### config.mk
export PLATFORM = sky130hd
export DESIGN_NAME = alu_mc
export DESIGN_NICKNAME = d
export VERILOG_FILES = /design/src/rtl/alu_pkg.sv /design/src/rtl/alu_mc_mul.sv /design/src/rtl/alu_mc.sv
export SDC_FILE = /design/constraint.sdc
export NUM_CORES = 1
export LEC_CHECK = 0
export BUFFER_PORTS_ARGS = -buffer_cell sky130_fd_sc_hd__buf_2
export CORE_MARGIN = 2
export CORE_UTILIZATION = 50
export CTS_BUF_LIST = sky130_fd_sc_hd__clkbuf_8 sky130_fd_sc_hd__clkbuf_16
export DETAILED_ROUTE_END_ITERATION = 8
export HOLD_SLACK_MARGIN = 0.05
export PLACE_DENSITY_LB_ADDON = 0.1
export SETUP_SLACK_MARGIN = 0.3
export SLEW_MARGIN = 20
export SYNTH_ARGS = -nofsm -noshare
export SYNTH_HDL_FRONTEND = slang
export SYNTH_SLANG_ARGS = --single-unit
### constraint.sdc
create_clock -name clk -period 0.8 [get_ports clk]
set_input_delay 0.16 -clock clk [delete_from_list [all_inputs] [get_ports clk]]
set_output_delay 0.16 -clock clk [all_outputs]
set_load 0.02 [all_outputs]
### src/rtl/alu_pkg.sv
// Shared types for the multi-cycle ALU: opcodes, FSM states and flag bit positions.
package alu_pkg;

  typedef enum logic [2:0] {
    OP_ADD = 3'd0,
    OP_SUB = 3'd1,
    OP_AND = 3'd2,
    OP_OR  = 3'd3,
    OP_XOR = 3'd4,
    OP_SHL = 3'd5,
    OP_SHR = 3'd6,
    OP_MUL = 3'd7
  } alu_op_t;

  typedef enum logic {
    ST_IDLE    = 1'b0,
    ST_MUL_RUN = 1'b1
  } alu_state_t;

  localparam int FLAG_C = 0;
  localparam int FLAG_Z = 1;
  localparam int FLAG_N = 2;
  localparam int FLAG_V = 3;
  localparam int FLAG_W = 4;

endpackage

### src/rtl/alu_mc_mul.sv
// Iterative unsigned shift-add multiplier: one multiplier bit per step, WIDTH steps.
// o_last flags the final step; o_prod is the accumulator value that step produces.
module alu_mc_mul #(
  parameter int WIDTH = 8
) (
  input  logic               clk,
  input  logic               clr_n,
  input  logic               i_load,
  input  logic               i_step,
  input  logic [WIDTH-1:0]   i_a,
  input  logic [WIDTH-1:0]   i_b,
  output logic               o_last,
  output logic [2*WIDTH-1:0] o_prod
);

  localparam int CW = $clog2(WIDTH) + 1;

  logic [2*WIDTH-1:0] r_mcand;
  logic [2*WIDTH-1:0] r_acc;
  logic [WIDTH-1:0]   r_mplier;
  logic [CW-1:0]      r_cnt;
  logic [2*WIDTH-1:0] w_acc_nxt;

  assign w_acc_nxt = r_acc + (r_mplier[0] ? r_mcand : '0);
  assign o_last    = i_step && (r_cnt == CW'(WIDTH - 1));
  assign o_prod    = w_acc_nxt;

  always_ff @(posedge clk or negedge clr_n) begin
    if (!clr_n) begin
      r_mcand  <= '0;
      r_acc    <= '0;
      r_mplier <= '0;
      r_cnt    <= '0;
    end else if (i_load) begin
      r_mcand  <= {{WIDTH{1'b0}}, i_a};
      r_acc    <= '0;
      r_mplier <= i_b;
      r_cnt    <= '0;
    end else if (i_step) begin
      r_acc    <= w_acc_nxt;
      r_mcand  <= r_mcand << 1;
      r_mplier <= r_mplier >> 1;
      r_cnt    <= r_cnt + CW'(1);
    end
  end

endmodule

### src/rtl/alu_mc.sv
// Multi-cycle ALU: single-cycle ops done one cycle after accept; MUL done WIDTH+1 cycles after.
// Multiplier compiled in only with ALU_MC_MUL_EN; otherwise opcode 7 yields 0 and busy stays 0.
module alu_mc
  import alu_pkg::*;
#(
  parameter int WIDTH = 8
) (
  input  logic             clk,
  input  logic             clr_n,
  input  logic             start,
  input  logic [2:0]       op,
  input  logic [WIDTH-1:0] a,
  input  logic [WIDTH-1:0] b,
  input  logic             fi,
  output logic [WIDTH-1:0] out,
  output logic             busy,
  output logic             done,
  output logic             cf,
  output logic             zf,
  output logic             nf,
  output logic             vf
);

  alu_state_t        r_state;
  alu_state_t        w_state_nxt;
  logic [WIDTH-1:0]  r_out;
  logic [FLAG_W-1:0] r_flags;
  logic              r_done;

  alu_op_t           w_op;
  logic              w_idle;
  logic              w_run;
  logic              w_accept;
  logic              w_is_mul;
  logic              w_mul_last;
  logic              w_sub;
  logic [WIDTH-1:0]  w_bx;
  logic [WIDTH:0]    w_sum;
  logic [WIDTH-1:0]  w_res;
  logic              w_c;
  logic              w_v;
  logic [FLAG_W-1:0] w_alu_flags;

  assign w_op     = alu_op_t'(op);
  assign w_accept = start && w_idle;

  // Single-cycle datapath; SUB reuses the adder as a + ~b + 1.
  always_comb begin
    w_sub = (w_op == OP_SUB);
    w_bx  = w_sub ? ~b : b;
    w_sum = {1'b0, a} + {1'b0, w_bx} + (WIDTH+1)'(w_sub);
    w_res = '0;
    w_c   = 1'b0;
    w_v   = 1'b0;
    case (w_op)
      OP_ADD, OP_SUB: begin
        w_res = w_sum[WIDTH-1:0];
        w_c   = w_sum[WIDTH];
        w_v   = (a[WIDTH-1] == w_bx[WIDTH-1]) && (w_sum[WIDTH-1] != a[WIDTH-1]);
      end
      OP_AND: w_res = a & b;
      OP_OR:  w_res = a | b;
      OP_XOR: w_res = a ^ b;
      OP_SHL: begin
        w_res = {a[WIDTH-2:0], 1'b0};
        w_c   = a[WIDTH-1];
      end
      OP_SHR: begin
        w_res = {1'b0, a[WIDTH-1:1]};
        w_c   = a[0];
      end
      default: w_res = '0;
    endcase
    w_alu_flags         = '0;
    w_alu_flags[FLAG_C] = w_c;
    w_alu_flags[FLAG_Z] = (w_res == '0);
    w_alu_flags[FLAG_N] = w_res[WIDTH-1];
    w_alu_flags[FLAG_V] = w_v;
  end

`ifdef ALU_MC_MUL_EN
  logic [2*WIDTH-1:0] w_prod;
  logic [FLAG_W-1:0]  w_mul_flags;
  logic               w_hi_nz;
  logic               r_fi;

  assign w_is_mul = (w_op == OP_MUL);

  alu_mc_mul #(.WIDTH(WIDTH)) u_mul (
    .clk    (clk),
    .clr_n  (clr_n),
    .i_load (w_accept && w_is_mul),
    .i_step (w_run),
    .i_a    (a),
    .i_b    (b),
    .o_last (w_mul_last),
    .o_prod (w_prod)
  );

  always_comb begin
    w_hi_nz             = (w_prod[2*WIDTH-1:WIDTH] != '0);
    w_mul_flags         = '0;
    w_mul_flags[FLAG_C] = w_hi_nz;
    w_mul_flags[FLAG_Z] = (w_prod[WIDTH-1:0] == '0);
    w_mul_flags[FLAG_N] = w_prod[WIDTH-1];
    w_mul_flags[FLAG_V] = w_hi_nz;
  end

  // fi is only valid in the accept cycle, so hold it for the completion edge.
  always_ff @(posedge clk or negedge clr_n) begin
    if (!clr_n) begin
      r_fi <= 1'b0;
    end else if (w_accept) begin
      r_fi <= fi;
    end
  end
`else
  assign w_is_mul   = 1'b0;
  assign w_mul_last = 1'b0;
`endif

  always_ff @(posedge clk or negedge clr_n) begin
    if (!clr_n) begin
      r_state <= ST_IDLE;
    end else begin
      r_state <= w_state_nxt;
    end
  end

  always_comb begin
    w_state_nxt = r_state;
    case (r_state)
      ST_IDLE:    if (w_accept && w_is_mul) w_state_nxt = ST_MUL_RUN;
      ST_MUL_RUN: if (w_mul_last)           w_state_nxt = ST_IDLE;
      default:                              w_state_nxt = ST_IDLE;
    endcase
  end

  always_comb begin
    w_idle = (r_state == ST_IDLE);
`ifdef ALU_MC_MUL_EN
    w_run  = (r_state == ST_MUL_RUN);
`else
    w_run  = 1'b0;
`endif
  end

  always_ff @(posedge clk or negedge clr_n) begin
    if (!clr_n) begin
      r_out   <= '0;
      r_flags <= '0;
      r_done  <= 1'b0;
    end else begin
      r_done <= 1'b0;
      if (w_accept && !w_is_mul) begin
        r_out  <= w_res;
        r_done <= 1'b1;
        if (fi && (w_op != OP_MUL)) r_flags <= w_alu_flags;
      end
`ifdef ALU_MC_MUL_EN
      if (w_mul_last) begin
        r_out  <= w_prod[WIDTH-1:0];
        r_done <= 1'b1;
        if (r_fi) r_flags <= w_mul_flags;
      end
`endif
    end
  end

  assign out  = r_out;
  assign busy = w_run;
  assign done = r_done;
  assign cf   = r_flags[FLAG_C];
  assign zf   = r_flags[FLAG_Z];
  assign nf   = r_flags[FLAG_N];
  assign vf   = r_flags[FLAG_V];

endmodule

=== After elaboration in Yosys (flattened, before gate mapping) ===
Index checks and enable logic that the tools add are counted.

* Register bits: 14
* Input port bits: 23
* Logic and storage cells: 33

* Add/subtract/negate cells: 2
* Equality and inequality tests: 9
* Mux-type cells: 6
* Bitwise operators: 5
* Reduce and logical (&&, ||, !) cells: 7

{| class="wikitable"
|+ Operators with widths
! cell !! number
|-
| $pmux W8 S6 || 1
|-
| $add A8 B8 Y9 || 1
|-
| $add A9 B1 Y9 || 1
|-
| $eq A3 B3 Y1 const B || 3
|-
| $and A8 B8 Y8 || 1
|-
| $logic_not A8 Y1 || 1
|-
| $mux W8 || 1
|-
| $not A8 Y8 || 1
|-
| $or A8 B8 Y8 || 1
|-
| $xor A8 B8 Y8 || 1
|-
| $eq A3 B2 Y1 const B || 2
|-
| $eq A3 B1 Y1 const B || 1
|-
| $logic_and A1 B1 Y1 || 3
|-
| $logic_not A3 Y1 || 1
|-
| $ne A3 B3 Y1 const B || 1
|-
| $pmux W1 S3 || 1
|-
| $mux W1 || 2
|-
| $pmux W1 S2 || 1
|-
| $reduce_and A2 Y1 || 1
|-
| $reduce_or A2 Y1 || 1
|-
| $eq A1 B1 Y1 || 1
|-
| $ne A1 B1 Y1 || 1
|-
| $not A1 Y1 || 1
|}

=== Longest topological paths before layout ===
Gate-level depths: netlist of run 1.

* Word-level depth: 7
* Gate-level depth with buffers: 14
* Gate-level depth less buffers: 11

=== Worst setup path before layout of run 1 ===
Ideal clock, no wire load.

* Path kind: input -> register
* Start: input port op[2]
* End: register r_flags[1]
* Library setup time: 129 ps
* Data arrival time: 2,878 ps
* Data required time: 671 ps
* Slack: -2,207 ps
* Stages: 14
* Buffers on the path: 4
* Cells stage by stage: clkbuf_1 > buf_2 > nor2_1 > and2_1 > buf_2 > xnor2_1 > ha_1 > clkbuf_1 > a211oi_1 > o21bai_1 > or4b_1 > a32o_1 > nand3_1 > o41ai_2

* Cells in the longest elaborated chain, start to end: 6
* Elaborated cells between the ends (all ways): 16
* Those cells by class: add/sub (2); eq/ne (7); mux (2); reduce/logical (5)

{| class="wikitable"
|+ RTL lines
! what !! RTL line !! text
|-
| start: declaration || alu_mc.sv:11 || <nowiki>input logic [2:0] op,</nowiki>
|-
| $eq A3 B1 Y1 || alu_mc.sv:49, alu_mc.sv:55 ||
|-
| $mux W8 || alu_mc.sv:50 || <nowiki>w_bx = w_sub ? ~b : b;</nowiki>
|-
| $add A8 B8 Y9 || alu_mc.sv:51 || <nowiki>w_sum = {1'b0, a} + {1'b0, w_bx} + (WIDTH+1)'(w_sub);</nowiki>
|-
| $add A9 B1 Y9 || alu_mc.sv:51 ||
|-
| $pmux W8 S6 || alu_mc.sv:55 || <nowiki>case (w_op)</nowiki>
|-
| $logic_not A8 Y1 || alu_mc.sv:76 || <nowiki>w_alu_flags[FLAG_Z] = (w_res == '0);</nowiki>
|-
| end signal: assignment || alu_mc.sv:158 || <nowiki>if (fi && (w_op != OP_MUL)) r_flags <= w_alu_flags;</nowiki>
|-
| end: declaration || alu_mc.sv:27 || <nowiki>logic [FLAG_W-1:0] r_flags;</nowiki>
|}

Parallel ways exist; a longest one is shown, timed or not.
A chain may end at the register's enable or synchronous reset.

=== Final worst setup path of run 1 ===
* Start: input port op[1]
* End: register r_flags[1]

The elaborated chain is that of the path after synthesis.

==> results.md, run 1 <==
* Main synth FF type: dfrtp_1
* Hold Crit Class: in -> async
* PwrDens at between 1000 and 1500 mW/mm²
* DR vias at between 1500 and 2000
* Die Wd at 62.1 µm
* Worst-Margin Slew at a little over 500 ps
* Post-Route WL at between 5 and 6 mm
* GPL Wtd Cong at roughly 0.93
* Cell variety after synth at 52
* Clk buf depth at 2
* WP data arrival at between 2000 and 3000 ps
* Worst EP required at 940 ps
* Unrepaired setup endpoints after global routing: yes
* Max-slew violation count at 0
* Starting DRT DRC Count at 121
* Largest net degree at the start of global routing at 29
* Row Count at 21
* Fraction of the mapped netlist area in compound gates at 0.258
* Ratio of cells with drive above 1 in the final layout at 0.548
* Vias per cell at 5.68
* YS warnings at 0
* Final hold slack at -205 ps
* Post-synthesis simple-gate area fraction at 0.155
* PortBufs at 35
* Worst path buffer plus inverter count at 1
* Crit. End Element: flop
* Max VDD drop at 0.000699 V
* Max-cap viol count at 0
* Synth async-reset ratio at 1.00
* Max incr delay on CP at around 330 ps
* Hold Vio Cnt, Final at 13
* Nets at about 350
* Multiplexer area fraction after synthesis at 0.0615
* Die area at 0.00386 mm²
* Number of I/O pins at 37
* Post-Syn Area at roughly 0.0017 mm²
* Status: complete, but fails checks
* Pleak at 1.37 nW
* Core box area at approximately 0.0033 mm²
* Final worst clock skew at 0 ps
* CTS tree: built
* Clock-pin slew on the worst setup and hold paths at around 50 ps
* Pre-CTS setup slack at -1810 ps
* Initial antenna violation count at 0
* Failing checks: negative hold slack, negative setup slack
* Critical path, cell by cell: buf_8 -> nor2_4 -> and2_4 -> xnor2_1 -> ha_1 -> a21o_1 -> o32ai_2 -> a21oi_2 -> xor2_1 -> a221o_1 -> o41ai_2
* XOR/XNOR Fraction of Synth Area at 0.0571
* Synthesis-stage register bit count at 13
* Tcrit/Tclk final at 2.99
* Global-route wire length before repair at around 9 mm
* Clk_lat worst skew at between 200 and 250 ps
* Min cycle time layout at around 2400 ps
* Maximum operating frequency at ~0.42 GHz
* Starting Density at 0.514
* Highest net fanout along the worst path at 8
* Max H-tree Level at 1
* DRC viols at 0
* Post-synth EDFFs at 0
* Overall global routing resource usage at 0.294
* Final-layout fill cell count at between 150 and 200
* Final setup vio count at 25
* Num CTS Buffers at 3
* Finished Core Util at 0.856
* Cells after synthesis at between 200 and 250
* DRT antenna net count at 0
* Critical-path top delay cell: a221o_1
* DP Wirelength at 3.76 mm
* Drt wl/cell at 17.2 µm
* Main combinational cell family by area after synthesis: compound AO/OA/AOI/OAI gates
* Initial DRT Pass Iterations at 4
* Post-Synth Adder-Cell Area at 0.182
* Worst setup slack after layout at -1590 ps
* Grt ovf at 0
* CP top delay family: compound AO/OA/AOI/OAI gates
* Root buf cell: clkbuf_8
* Sequential fraction of the synthesis area at 0.193
* WS Path Type: in -> reg
* Syn nets at 255
* Vias in the first global route at ~2000
* Die H at about 62 µm
* Antenna cells at 0
* Clk sinks at 13
* CP Launch Type: primary input
* Area grow syn2layout at 66.5%
* Avg Cell Area, Syn at 8.11 µm²
* Slew HR at 0.655
registers in the layout (all words and copies together), names as in the netlist:
name,count
r_flags,4
done,1
out,8
area by class of cell:
| type | instances | area, µm² | share of cell area |
|---|---|---|---|
| clock buffers | 3 | 41.3 | 0.0147 |
| clock inverters | 1 | 3.75 | 0.00134 |
| inverters | 25 | 93.8 | 0.0334 |
| multi-input cells | 158 | 1470 | 0.524 |
| flip-flops and latches | 13 | 335 | 0.119 |
| well taps | 46 | 57.6 | 0.0205 |
| repair buffers | 101 | 807 | 0.287 |
synthesized netlist by cell type (2+ instances only):
master | n | area share
a21oi_1 | 9 | 0.027
nand2_1 | 14 | 0.031
and2_1 | 2 | 0.0074
clkbuf_1 | 4 | 0.0089
a221oi_1 | 2 | 0.010
a21o_1 | 4 | 0.018
nor2b_1 | 6 | 0.022
a31o_2 | 3 | 0.016
nor2_1 | 11 | 0.024
buf_4 | 2 | 0.0089
dfrtp_1 | 13 | 0.19
xnor2_1 | 10 | 0.052
ha_1 | 23 | 0.17
mux2i_1 | 7 | 0.042
o21ai_0 | 13 | 0.039
o21a_1 | 2 | 0.0089
a211oi_1 | 3 | 0.013
buf_2 | 6 | 0.018
o22ai_1 | 6 | 0.022
a221o_1 | 2 | 0.012
nand2b_1 | 4 | 0.015
inv_1 | 25 | 0.056
mux2_2 | 3 | 0.020
nand3_1 | 6 | 0.018
placed cells by master, fill, tap and decap left out, types with 3 or more instances in the layout:
master / instances
a21oi_2: 6
o21ai_1: 3
nor2_1: 9
buf_6: 23
inv_1: 24
dfrtp_2: 8
a21o_1: 4
buf_2: 18
o22ai_2: 3
clkbuf_8: 3
nand2_1: 13
nor2b_1: 6
ha_2: 4
nand3_1: 6
xnor2_2: 3
mux2i_1: 7
nand2b_1: 4
a21oi_1: 4
dfrtp_1: 5
ha_1: 17
o21ai_0: 8
buf_4: 59
xnor2_1: 6
path summary, 6_finish.rpt:
path	startpoint	end	slack, ps	cells after the start
setup / recovery	op[1]	r_flags[1]	-1590	11
hold / removal	clr_n	r_flags[1]	-210	1
setup reg to reg	r_flags[0]	r_flags[0]	-90	2
hold reg to reg	r_flags[2]	r_flags[2]	510	2
max in group asynchronous	clr_n	r_flags[3]	760	1
min in group clk	start	done	270	2
power breakdown:
group	internal (W)	switching [W]	leakage, nW
Sequential	0.000756	0.0000667	0.155
Combinational	0.00111	0.00104	1.19
Clock	0.000338	0.000225	0.0269
timing repair:
| action | CTS | global route |
|---|---|---|
| buffers inserted | 9 | 2 |
| endpoints found under the setup margin | 25 | 25 |
| gates resized for setup | 68 | 17 |
| hold endpoints to repair | 13 | 13 |
| pin swaps | 17 | 8 |
logic make-up (layout without fill, tap and decap cells):
kind of cell / after synthesis / count (layout)
other cells: 1 / 1
compound gates: 61 / 61
fa+ha+maj: 24 / 24
flops: 13 / 13
mux: 10 / 10
buf+inv: 37 / 130
simple gates: 51 / 51
xor+xnor: 11 / 11
routing by layer:
layer | vias up | track usage | routed length (µm)
li1 | 916 | - | -
met1 | 940 | 0.337 | 2230
met2 | 89 | 0.569 | 3160
met3 | 26 | 0.0236 | 333
met4 | 0 | 0.100 | 246
met5 | - | 0 | 0
through the flow:
step           TNS (ps)  cells  power (W)  area, µm²
2_1_floorplan    -17350    208    0.00179       1820
3_3_place_gp     -17030    332    0.00233       2330
3_5_place_dp     -17850    332    0.00238       2330
4_1_cts          -15500    345    0.00333       2720
5_1_grt          -17820    347    0.00374       2810
6_report         -16560    347    0.00354       2810
Power figures use the tool's default switching activity.
==> run 2, diff against run 1 <==
- TNS_END_PERCENT: not set -> 10
==> run 2 against run 1 <==
Compared with the run above: the run still ends with negative hold slack, negative setup slack left; critical path depth is 1 higher; largest cell class unchanged; die area stayed put; clock skew stayed put; clock-buffer cell count stayed put; combinational power is 17% lower; register-to-register slack better by 70 ps; final area is 8.6% lower; wire length is 24% lower.
==> results.md, run 2 (synthesis results as in run 1) <==
* Tcrit/Tclk final at 2.79 (-0.205)
* Sequential cell area at 325 µm² (-3.0%)
* P_int at 0.00199 W (-9.9%)
* Clk buf depth at 2 (unchanged)
* Max-slew violation count at 0 (unchanged)
* Clk_lat worst skew at 250 ps (about the same)
* Unrepaired setup endpoints after global routing: yes
* Grt ovf at 0 (unchanged)
* Die area at 0.00386 mm² (unchanged)
* Initial DRT Pass Iterations at 4 (unchanged)
* CTS tree: built
* Num CTS Buffers at 3 (unchanged)
* GPL Wtd Cong at 0.906 (-2.6%)
* Row Count at 21 (unchanged)
* DP Wirelength at 3.51 mm (-6.7%)
* Sequential power share at 0.248 (+0.016)
* Clock-pin slew on the worst setup and hold paths at 50 ps (about the same)
* Overall global routing resource usage at 0.242 (-0.0520)
* Status: complete, but fails checks
* Crit. End Element: flop
* Commonest non-fill, non-tap cell in the layout: buf_4
* Starting Density at 0.514 (unchanged)
* DRT antenna net count at 0 (unchanged)
* Largest net degree at the start of global routing at 29 (unchanged)
* Min cycle time layout at 2230 ps (-164 ps)
* Global-route wire length before repair at 7.65 mm (-17%)
* Most frequent cells in the layout: buf_4 (56), buf_2 (30), inv_1 (24)
* Highest net fanout along the worst path at 6 (-2)
* Final-layout fill cell count at 248 (+34%)
* Starting DRT DRC Count at 67 (-45%)
* CP Launch Type: primary input
* Nets at 342 (-2.0%)
* Combinational cell fraction of total power at 0.570 (-0.039)
* DRC viols at 0 (unchanged)
* Die Wd at 62.1 µm (unchanged)
* Root buf cell: clkbuf_8
* Worst EP required at 940 ps (about the same)
* Hold Crit Class: in -> async
* Final setup vio count at 25 (unchanged)
* Maximum operating frequency at 0.448 GHz (+7.3%)
* Failing checks: negative hold slack, negative setup slack
* WP data arrival at 2370 ps (-160 ps)
* Finished Core Util at 0.782 (-0.0739)
* Drt wl/cell at 13.3 µm (-23%)
* Final cell count without fillers at 340 (-2.0%)
* Area grow syn2layout at 52.1%
* PortBufs at 35 (unchanged)
* Ratio of cells with drive above 1 in the final layout at 0.476 (-0.0720)
* DR vias at 1787 (-9.3%)
* PnR Total Power at 0.00315 W (-11%)
* Vias per cell at 5.26 (-7.5%)
* Hold Vio Cnt, Final at 13 (unchanged)
* WS Path Type: in -> reg
* Antenna cells at 0 (unchanged)
* Core box area at 0.00328 mm² (unchanged)
* Number of I/O pins at 37 (unchanged)
* Switching Share at 0.369 (-0.00817)
* Largest register FFs at 8 (unchanged)
* Vias in the first global route at 1757 (-9.5%)
* Max-cap viol count at 0 (unchanged)
* Clk sinks at 13 (unchanged)
* Final hold slack at -219 ps (-14.0 ps)
* PwrDens at 1230 mW/mm² (-2.7%)
* DP Cell Count at 332 (unchanged)
* Final worst clock skew at 0 ps (unchanged)
* Power share of the clock group at 0.183 (+0.024)
* Max VDD drop at 0.000479 V (-32%)
* Die H at 62.1 µm (unchanged)
* Initial antenna violation count at 0 (unchanged)
* Post-Route WL at 4.51 mm (-24%)
* Pleak at 1.31 nW (-4.7%)
* Max H-tree Level at 1 (unchanged)
* Sw power at 0.00116 W (-13%)
* Worst setup slack after layout at -1430 ps (+164 ps)
* Multi-input combinational cell area at 0.00139 mm² (-5.9%)
## run 2: cell types whose count changed in the layout (fill, tap and decap cells not counted), moves of 2 or more
cell     previous run  this run
a21oi_2             6         4
buf_2              18        30
dfrtp_1             5        13
o22ai_1             2         5
buf_6              23         8
buf_4              59        56
o22ai_2             3         1
dfrtp_2             8         0
ha_1               17        19
## run 2: metrics by stage
| stage | TNS (ps) | instance area, µm² | setup slack (ps) |
|---|---|---|---|
| after CTS | -14970 | 2480 | -1380 |
| after global placement | -16740 | 2320 | -1700 |
| after global routing | -16520 | 2570 | -1540 |
| final | -15140 | 2570 | -1430 |
| after floorplan | -17440 | 1800 | -1900 |
| after detailed placement | -17410 | 2320 | -1750 |
## run 2: layout make-up
| class | instances | share of cell area |
|---|---|---|
| clock inverters | 1 | 0.00146 |
| inverters | 25 | 0.0365 |
| well taps | 46 | 0.0224 |
| flip-flops and latches | 13 | 0.127 |
| repair buffers | 94 | 0.257 |
| clock buffers | 3 | 0.0161 |
| multi-input cells | 158 | 0.539 |
## run 2: final timing paths
check                        endpoint  slack [ps]        from  depth (start not counted)
max                        r_flags[1]       -1430       op[1]                         12
min                            out[4]        -220       clr_n                          1
max reg2reg                    out[5]         -20      out[5]                          2
min reg2reg                r_flags[1]         480  r_flags[1]                          2
max in group asynchronous      out[5]         810       clr_n                          1
min in group clk                 done         220       start                          2
## run 2: per-layer routing
metal  up-vias  share of wire  GRT usage
met3         7          0.029     0.0163
li1        912              -          -
met5         -              0          0
met2        44           0.51      0.450
met1       824           0.44      0.293
met4         0          0.018     0.0861
## run 2: power groups by stage
stage / Clock [W] / Sequential, W / Combinational [W]
2_1_floorplan: 0 / 0.000905 / 0.000860
3_3_place_gp: 0 / 0.000788 / 0.00154
3_5_place_dp: 0 / 0.000792 / 0.00157
4_1_cts: 0.000586 / 0.000781 / 0.00168
5_1_grt: 0.000618 / 0.000789 / 0.00195
6_report: 0.000575 / 0.000779 / 0.00179
## run 2: timing repair
item                                    in CTS  in global routing
cloned                                       0                  0
hold endpoints to repair                    13                 13
gates resized for setup                     28                 14
endpoints found under the setup margin      25                 25
buffers inserted                             3                  1
pin swaps                                   13                  6
## run 2: critical path: stages
cell and delay [ps]:
buf_6 100, nor2_4 100, and2_4 240, buf_6 140
xnor2_2 60, ha_2 170, or3_4 370, a31oi_4 170
a21oi_2 90, xor2_1 160, a221o_1 320, o41ai_2 290
==> run 3, diff against run 2 <==
- BUFFER_PORTS_ARGS: -buffer_cell sky130_fd_sc_hd__buf_2 -> not set
- DONT_BUFFER_PORTS: not set -> 1
- GPL_TIMING_DRIVEN: not set -> 0
- clock period: 0.8 -> 2.2 ns (I/O delays scaled with it)
==> run 3 against run 2 <==
Compared with the run above: highest routed layer unchanged; combinational power decreased by 74%; via count decreased by 13%; the run ends with negative setup slack left; worst hold slack improved by 440 ps; register-to-register slack improved by 1300 ps; critical endpoint unchanged; largest cell class unchanged; wire length decreased by 1.3%; first-iteration DRC count decreased by 13%.
==> results.md, run 3 (synthesis results as in run 1) <==
* Clk buf depth at 2 (unchanged)
* Reg2Reg Launch Point: out[5]
* Final cell count without fillers at 272 (-20%)
* Most frequent cells in the layout: inv_1 (26), ha_1 (21), nand2_1 (14)
* Tcrit/Tclk final at 1.28
* Vias in the first global route at 1597 (-9.1%)
* Hold path depth at 0
* Die area at 0.00386 mm² (unchanged)
* Starting Density at 0.514 (unchanged)
* Worst EP required at 2340 ps (+1400 ps)
* Max VDD drop at 0.000188 V (-61%)
* Post-Route WL at 4.45 mm (-1.3%)
* Overall global routing resource usage at 0.246 (+0.00395)
* Nets at 274 (-20%)
* DRC viols at 0 (unchanged)
* Multi-input combinational cell area at 0.00134 mm² (-3.4%)
* Sequential cell area at 325 µm² (unchanged)
* Unrepaired setup endpoints after global routing: yes
* Row Count at 21 (unchanged)
* Global-route wire length before repair at 7.61 mm (-0.46%)
* Highest net fanout along the worst path at 7 (+1)
* Largest register FFs at 8 (unchanged)
* Crit. End Element: flop
* PwrDens at 468 mW/mm² (-62%)
* R2R Path End: out[5]
* M3 GR Usage at 0.0344 (+0.0181)
* Worst-Margin Slew at 573 ps
* Max H-tree Level at 1 (unchanged)
* Num CTS Buffers at 3 (unchanged)
* Number of I/O pins at 37 (unchanged)
* WP data arrival at 2960 ps (+590 ps)
* Clk_lat worst skew at 240 ps (about the same)
* WS Path Type: in -> reg
* Drt wl/cell at 16.4 µm (+23%)
* Starting DRT DRC Count at 58 (-13%)
* Initial DRT Pass Iterations at 4 (unchanged)
* DP Wirelength at 3.35 mm (-4.5%)
* Hold worst-path end: done
* Placed Area at 0.00182 mm² (-21%)
* Area grow syn2layout at 26.2%
* Failing checks: negative setup slack
* Core box area at 0.00328 mm² (unchanged)
* Pleak at 0.995 nW (-24%)
* Global route hottest layer: met2
* Initial antenna violation count at 0 (unchanged)
* DP Cell Count at 254 (-23%)
* CP Launch Type: primary input
* Antenna cells at 0 (unchanged)
* Flop2flop setup slack at 1250 ps (+1270 ps)
* Grt ovf at 0 (unchanged)
* Die Wd at 62.1 µm (unchanged)
* Final setup vio count at 9 (-64%)
* GPL Wtd Cong at 0.855 (-5.7%)
* DRT antenna net count at 0 (unchanged)
* Worst r2r path cells at 2 (unchanged)
* Post-route cell area at 0.00213 mm² (-17%)
* Commonest non-fill, non-tap cell in the layout: inv_1
* Hold path start: start
* Slew HR at 0.617
* Root buf cell: clkbuf_8
* Status: complete, but fails checks
* Die H at 62.1 µm (unchanged)
* Final worst clock skew at 0 ps (unchanged)
* Vias per cell at 5.71 (+8.7%)
* Final-layout fill cell count at 281 (+13%)
* PortBufs at 0 (-100%)
* Min cycle time layout at approximately 2800 ps
* M1 GR Usage at 0.298 (+0.00491)
* Ratio of cells with drive above 1 in the final layout at 0.261 (-0.215)
* Maximum operating frequency at about 0.36 GHz
* Largest net degree at the start of global routing at 14 (-52%)
* Hold Crit Class: in -> reg
* Clk sinks at 13 (unchanged)
* Hold Vio Cnt, Final at 0 (-13)
* Max-cap viol count at 0 (unchanged)
* Clock-pin slew on the worst setup and hold paths at 50 ps (about the same)
* Worst setup slack after layout at -614 ps (+817 ps)
* CTS tree: built
* DR vias at 1554 (-13%)
* Max-slew violation count at 0 (unchanged)
* GR Layer Usage met2 at 0.438 (-0.0122)
run 3: how the worst max path moves through the flow:
stage	start	end	slack, ps
after floorplan	op[0]	r_flags[1]	-830
after global placement	op[2]	r_flags[1]	-1110
after detailed placement	op[2]	r_flags[1]	-1180
after CTS	op[0]	r_flags[1]	-610
after global routing	op[0]	r_flags[1]	-690
final	op[0]	r_flags[1]	-610
run 3: timing repair:
action	CTS	global route
gates resized for setup	28	7
endpoints found under the hold margin	13	0
setup endpoints to repair	11	11
hold buffers	1	0
pin swaps	14	2
buffers inserted	12	1
run 3: per-stage QoR:
step                      utilization  hold WS, ps  setup TNS, ps  setup WS (ps)  power [W]
after floorplan                     -          144          -5390           -831   0.000636
after global placement          0.555          145          -8390          -1110   0.000695
after CTS                       0.633          224          -3770           -607   0.000971
after detailed placement        0.555          145          -8960          -1180   0.000706
after global routing            0.649          216          -4820           -686    0.00107
final                           0.649          225          -3860           -614   0.000997
run 3: area by class of cell:
type | count | share of cell area
multi-input combinational | 158 | 0.628
clock buffer | 3 | 0.0194
buffer | 12 | 0.0752
tap | 46 | 0.0270
timing repair buffer | 14 | 0.0523
sequential | 13 | 0.153
clock inverter | 1 | 0.00176
inverter | 25 | 0.0440
run 3: where the power goes:
| group | internal, W | total, W | switching [W] |
|---|---|---|---|
| clock | 0.000123 | 0.000201 | 0.0000782 |
| combinational | 0.000231 | 0.000466 | 0.000235 |
| sequential | 0.000271 | 0.000330 | 0.0000593 |
run 3: metal layers:
metal	wire, µm	vias up
li1	-	762
met1	1890	735
met4	83	0
met3	230	9
met2	2240	48
met5	0	-
run 3: critical path, cell delays in order:
cell and delay (ps):
buf_12 100, buf_12 110, buf_8 110, and2_4 130, buf_12 140, buf_6 120
xnor2_2 120, ha_2 180, or3_1 380, a31oi_2 200, a21oi_2 100, xor2_1 180
a221o_1 340, o41ai_2 300
